$ cat src/rtl/cordic_share_arbiter.sv
// -----------------------------------------------------------------------------
// cordic_share_arbiter
//
// Shares a single cordic_core among NUM_REQ function units. Each requester
// posts a one-cycle start pulse with a Q2.14 operand. The operand is buffered
// until the round-robin scan grants that requester. The arbiter then issues the
// operand to the CORDIC, waits for its done pulse, and returns the result with a
// one-cycle done pulse addressed to the owner.
//
// Ports
//   clk, rst_n        rising-edge clock, asynchronous active-low reset
//   req_start         per-requester one-cycle start pulse
//   req_operand       operand i at [i*DW +: DW], sampled with req_start[i]
//   req_busy          requester i has a pending request or is in service
//   resp_done         one-cycle completion pulse to the owning requester
//   resp_result       captured cordic result, held between transactions
//   resp_secondary    captured cordic secondary output, held likewise
//   resp_error        timeout flag, coincident with resp_done
//   cordic_start      one-cycle start to the cordic_core
//   cordic_operand    operand presented to the cordic_core
//   cordic_done       cordic_core done pulse (only honoured while waiting)
//   cordic_result     cordic_core primary result
//   cordic_secondary  cordic_core secondary result
//   active_id         index of the requester in service
//   busy              arbiter is not idle
//
// Build option
//   CORDIC_ARB_TIMEOUT_EN  when defined, the wait for cordic_done is limited
//                          to TIMEOUT_CYCLES. On expiry the owner gets
//                          resp_done with resp_error set and zero results.
//                          When undefined, the arbiter waits indefinitely and
//                          resp_error is tied low.
// -----------------------------------------------------------------------------
module cordic_share_arbiter #(
    parameter int NUM_REQ        = 4,
    parameter int DW             = 16,
    parameter int TIMEOUT_CYCLES = 64
) (
    input  logic                       clk,
    input  logic                       rst_n,
    input  logic [NUM_REQ-1:0]         req_start,
    input  logic [NUM_REQ*DW-1:0]      req_operand,
    output logic [NUM_REQ-1:0]         req_busy,
    output logic [NUM_REQ-1:0]         resp_done,
    output logic [DW-1:0]              resp_result,
    output logic [DW-1:0]              resp_secondary,
    output logic [NUM_REQ-1:0]         resp_error,
    output logic                       cordic_start,
    output logic [DW-1:0]              cordic_operand,
    input  logic                       cordic_done,
    input  logic [DW-1:0]              cordic_result,
    input  logic [DW-1:0]              cordic_secondary,
    output logic [$clog2(NUM_REQ)-1:0] active_id,
    output logic                       busy
);

    localparam int IDW = $clog2(NUM_REQ);

    typedef enum logic [1:0] {IDLE, ISSUE, WAIT, RESPOND} state_t;

    state_t             state;
    state_t             state_nxt;
    logic [NUM_REQ-1:0] pending;
    logic [NUM_REQ-1:0] accept;
    logic [NUM_REQ-1:0] in_service;
    logic [DW-1:0]      opbuf [NUM_REQ];
    logic [IDW-1:0]     rr_ptr;
    logic [IDW-1:0]     grant_id;
    logic [IDW-1:0]     scan_id;
    logic               grant_found;

`ifdef CORDIC_ARB_TIMEOUT_EN
    localparam int CW = $clog2(TIMEOUT_CYCLES + 1);

    logic [CW-1:0] wait_cnt;
    logic          wait_expired;
    logic          timed_out;

    assign wait_expired = (wait_cnt == CW'(TIMEOUT_CYCLES - 1));
`endif

    // Round-robin scan: the first pending requester at or above rr_ptr wins.
    // The scan wraps at NUM_REQ. Because NUM_REQ need not be a power of two,
    // the wrap is an explicit subtraction rather than a bit-width overflow.
    always_comb begin
        grant_found = 1'b0;
        grant_id    = '0;
        scan_id     = '0;
        for (int k = 0; k < NUM_REQ; k++) begin
            if (int'(rr_ptr) + k >= NUM_REQ) begin
                scan_id = IDW'(int'(rr_ptr) + k - NUM_REQ);
            end else begin
                scan_id = IDW'(int'(rr_ptr) + k);
            end
            if (!grant_found && pending[scan_id]) begin
                grant_found = 1'b1;
                grant_id    = scan_id;
            end
        end
    end

    // A requester is busy while it is pending or being served. A new start is
    // taken only from a requester that is not busy. The exception is the
    // RESPOND cycle, where the owner may re-request: its busy bit clears on the
    // same edge that its new pending bit sets.
    always_comb begin
        in_service = '0;
        if (busy) begin
            in_service[active_id] = 1'b1;
        end
        req_busy = pending | in_service;
        accept   = req_start & ~pending;
        if (state != RESPOND) begin
            accept = accept & ~in_service;
        end
    end

    // Operand buffers and pending flags. A pending bit is cleared when its
    // requester is granted in IDLE. Accept and grant cannot hit the same bit,
    // because accept requires the bit to be clear and grant requires it set.
    always_ff @(posedge clk or negedge rst_n) begin
        if (!rst_n) begin
            pending <= '0;
            for (int i = 0; i < NUM_REQ; i++) begin
                opbuf[i] <= '0;
            end
        end else begin
            for (int i = 0; i < NUM_REQ; i++) begin
                if (accept[i]) begin
                    pending[i] <= 1'b1;
                    opbuf[i]   <= req_operand[i*DW +: DW];
                end else if (state == IDLE && grant_found && grant_id == IDW'(i)) begin
                    pending[i] <= 1'b0;
                end
            end
        end
    end

    // Sequencer state register.
    always_ff @(posedge clk or negedge rst_n) begin
        if (!rst_n) begin
            state <= IDLE;
        end else begin
            state <= state_nxt;
        end
    end

    // Sequencer next state: one transaction walks IDLE, ISSUE, WAIT, RESPOND
    // and then returns to IDLE. The return to IDLE leaves one gap cycle
    // between back-to-back services.
    always_comb begin
        state_nxt = state;
        case (state)
            IDLE: begin
                if (grant_found) begin
                    state_nxt = ISSUE;
                end
            end
            ISSUE: begin
                state_nxt = WAIT;
            end
            WAIT: begin
                if (cordic_done) begin
                    state_nxt = RESPOND;
                end
`ifdef CORDIC_ARB_TIMEOUT_EN
                else if (wait_expired) begin
                    state_nxt = RESPOND;
                end
`endif
            end
            RESPOND: begin
                state_nxt = IDLE;
            end
            default: begin
                state_nxt = IDLE;
            end
        endcase
    end

    // Outputs decoded from the state. The done and error pulses are routed
    // to the owner only.
    always_comb begin
        busy         = (state != IDLE);
        cordic_start = (state == ISSUE);
        resp_done    = '0;
        resp_error   = '0;
        if (state == RESPOND) begin
            resp_done[active_id] = 1'b1;
`ifdef CORDIC_ARB_TIMEOUT_EN
            resp_error[active_id] = timed_out;
`endif
        end
    end

    // Transaction datapath. The operand and owner are latched at grant, the
    // CORDIC outputs are captured in WAIT, and the round-robin pointer moves
    // past the owner in RESPOND. A cordic_done outside WAIT has no effect.
    always_ff @(posedge clk or negedge rst_n) begin
        if (!rst_n) begin
            active_id      <= '0;
            cordic_operand <= '0;
            rr_ptr         <= '0;
            resp_result    <= '0;
            resp_secondary <= '0;
`ifdef CORDIC_ARB_TIMEOUT_EN
            wait_cnt       <= '0;
            timed_out      <= 1'b0;
`endif
        end else begin
            case (state)
                IDLE: begin
                    if (grant_found) begin
                        active_id      <= grant_id;
                        cordic_operand <= opbuf[grant_id];
                    end
                end
`ifdef CORDIC_ARB_TIMEOUT_EN
                ISSUE: begin
                    wait_cnt  <= '0;
                    timed_out <= 1'b0;
                end
`endif
                WAIT: begin
                    if (cordic_done) begin
                        resp_result    <= cordic_result;
                        resp_secondary <= cordic_secondary;
                    end
`ifdef CORDIC_ARB_TIMEOUT_EN
                    else if (wait_expired) begin
                        resp_result    <= '0;
                        resp_secondary <= '0;
                        timed_out      <= 1'b1;
                    end else begin
                        wait_cnt <= wait_cnt + 1'b1;
                    end
`endif
                end
                RESPOND: begin
                    rr_ptr <= (active_id == IDW'(NUM_REQ - 1)) ? '0 : active_id + 1'b1;
                end
                default: begin
                end
            endcase
        end
    end

endmodule

$ cat config.mk
export PLATFORM = sky130hd
export DESIGN_NAME = cordic_share_arbiter
export DESIGN_NICKNAME = d
export VERILOG_FILES = /design/src/rtl/cordic_share_arbiter.sv
export SDC_FILE = /design/constraint.sdc
export NUM_CORES = 1
export LEC_CHECK = 0
export ABC_AREA = 0
export CAP_MARGIN = 20
export CELL_PAD_IN_SITES_DETAIL_PLACEMENT = 1
export CELL_PAD_IN_SITES_GLOBAL_PLACEMENT = 2
export CORE_AREA = 4 4 133 135
export CTS_CLUSTER_DIAMETER = 100
export CTS_CLUSTER_SIZE = 30
export DETAILED_ROUTE_END_ITERATION = 10
export DIE_AREA = 0 0 137 139
export HOLD_SLACK_MARGIN = 0.1
export PLACE_DENSITY = 0.85
export SETUP_SLACK_MARGIN = 0.4
export SYNTH_ARGS = -nofsm -noshare
export SYNTH_HDL_FRONTEND = slang
export SYNTH_SLANG_ARGS = --single-unit
export TNS_END_PERCENT = 20
$ cat constraint.sdc
create_clock -name clk -period 2.8 [get_ports clk]
set_input_delay 0.56 -clock clk [delete_from_list [all_inputs] [get_ports clk]]
set_output_delay 0.56 -clock clk [all_outputs]
set_load 0.05 [all_outputs]
==> reports/metrics.yaml <==
status: "finished, final reports clean"
worstMarginPinSlew_ns: 0.964
path_clk_slew_ns: 0.05
drive_gt1_share_pct: 26.3
start_kind: "flop"
synth-async-reset-ratio_pct: 100
crit_arrival_ns: 1.90
synth_edf_count: 0
numCtsBuffers: 17
drt_pass1_iterations: 5
yosys_register_bits: 122
synth.avg_cell_area_um2: 13.1
drtAntennaViolNets: 0
clock-sinks: 122
vias: 4068
gp_congestion: 0.813
synth_common_cells: "122 x dfrtp_1, 97 x mux2_2, 33 x a31oi_1"
rows: 47
slew_viol_final: 0
drc: 0
area_growth_pct: 44.9
synthCells: 409
track_usage_pct: 17.3
fin_ws_ns: 0.342
grt_overflow_total: 0
die-area_um2: 19000
min-delay-path-class: "input pin to asynchronous set/reset pin"
worstPathMaxFanout: 3
finalCritPeriodShare_pct: 87.8
ys.flop_type: "dfrtp_1"
cp_cell_sequence: "inv_1, ha_1, clkdlybuf4s50_1"
die_width_um: 137
finalSetupViolCount: 0
place_ws_ns: 0.493
wl_per_cell_um: 19.6
insertion_delay_ns: 0.41
numPortBuffers: 162
grt_max_degree: 69
max-slew-margin-rel_pct: 35.6
critPathMaxStageDelay_ns: 0.82
post_synth_num_cell_types: 43
crit_required_ns: 2.24
slowest_stage: "clkdlybuf4s50_1"
p_leak_uw: 0.00319
fin_worst_skew_ns: 0.00632
finalHoldWorstSlack_ns: 0.280
fmax_mhz: 407
h-tree-depth: 4
syn_area_um2: 5380
cp-end-kind: "output pin"
cap_violations: 0
yosysSeqAreaShare_pct: 56.8
peakVddDrop_v: 0.000539
synth_top_area_share_pct: 56.8
root_buffer: "clkbuf_16"
yosysMostFrequentCell: "dfrtp_1"
die_h_um: 139
initial_core_util_pct: 32.7
rsz0062_at_grt: "true"
path_class: "flop to output pin"
synth_area_leaders: "dfrtp_1 57%, mux2_2 20%, a31oi_1 3.8%"
nets: 684
grt_pass1_vias: 4626
yosys.area.top_type: "dfrtp_1"
clockBufferDepth: 2
cts_tree: "yes"
period_needed_ns: 2.46
n_fill_cell: 1716
finalHoldViolCount: 0
antenna_found_initial: 1
vias_per_cell: 5.04
wl_um: 15800
ioPinCount: 167
post-cts-setup-buffers: 0
tns_ns: 0
core_area_um2: 16500
drt_iter0_markers: 212
hpwl_um: 11500
power_density_nw_per_um2: 1410
yosys_warnings: 0
grt_pass1_wl_um: 25400
r2r_slack_ns: 0.54
final timing paths:
check / start / end / depth (start not counted)
setup / recovery: state[1] / cordic_start / 3
hold / removal: rst_n / resp_secondary[13] / 1
setup reg to reg: pending[1] / cordic_operand[8] / 5
hold reg to reg: resp_secondary[10] / resp_secondary[10] / 1
max in group asynchronous: rst_n / opbuf[53] / 2
min in group clk: resp_secondary[10] / resp_secondary[10] / 1
power by group:
group	internal (µW)	switching [µW]	leakage (µW)	total (µW)
logic	2140	3220	0.00147	5360
clock network	1410	823	0.000284	2230
registers	2690	681	0.00143	3370
sequential cells by signal (all words and copies together) (netlist names):
signal,cells
resp_result,16
active_id,2
rr_ptr,2
opbuf,64
cordic_operand,16
resp_secondary,16
pending,4
state,2
final cells by class:
class | instances | area (µm²) | share of cell area [%]
antenna | 1 | 2.50 | 0.0321
clock buffer | 19 | 433 | 5.56
clock inverter | 13 | 170 | 2.18
inverter | 7 | 26.3 | 0.337
multi-input combinational | 252 | 2130 | 27.4
sequential | 122 | 3050 | 39.2
tap | 220 | 275 | 3.53
timing repair buffer | 173 | 1700 | 21.8
layer usage:
layer | wire [µm] | track usage [%] | up-vias
met5 | 0 | 0 | -
met4 | 209 | 5.04 | 0
met3 | 726 | 4.32 | 18
met2 | 8570 | 30.6 | 103
met1 | 6330 | 20.6 | 2114
li1 | - | - | 1833
metrics by stage:
step	cell area (µm²)	std cells	power [µW]	util [%]
finish	7790	807	11000	47.3
global route	7790	807	11600	47.3
global placement	7190	774	8630	43.7
detailed placement	7190	774	8810	43.7
floorplan	5390	412	6980	-
CTS	7790	806	11100	47.3
worst max-delay path, delay by kind of cell, from the launching register on:
family	cells	cell delay [ns]
fa+ha+maj	1	0.16
buf+inv	2	0.93
flops	1	0.40
cells by family (layout without fill, tap and decap cells):
group / count (synthesis) / after routing / synth area share [%]
flops: 122 / 122 / 56.8
simple gates: 63 / 63 / 6.24
other cells: 1 / 5 / 0.0697
compound gates: 79 / 79 / 10.8
fa+ha+maj: 8 / 8 / 1.86
buf+inv: 38 / 212 / 3.77
mux: 98 / 98 / 20.5
placed cells by master (no fill, tap or decap), types with 2 or more instances in the layout:
cell,synthesis,routed
bufinv_16,0,3
dlygate4sd2_1,0,3
a22oi_1,15,15
clkdlybuf4s50_1,0,152
a21oi_1,2,2
nor2_1,21,21
dfrtp_1,122,122
clkinvlp_4,0,3
nand2b_1,7,7
clkbuf_16,0,17
nor2b_1,2,2
and2_1,5,5
a21o_1,8,8
clkinv_4,0,5
a21oi_2,4,4
mux2_2,97,97
nand2_1,7,7
inv_1,6,6
clkbuf_1,6,2
o21ai_0,3,3
ha_1,8,8
conb_1,1,4
buf_4,6,15
a31oi_1,33,33
nand4_1,16,16
repair_timing:
action                     4_1_cts  5_1_grt
setup endpoints to repair        6       10
resized for setup                4        3
hold buffers                     0        0
No activity file was read; power rests on OpenSTA's default activity.
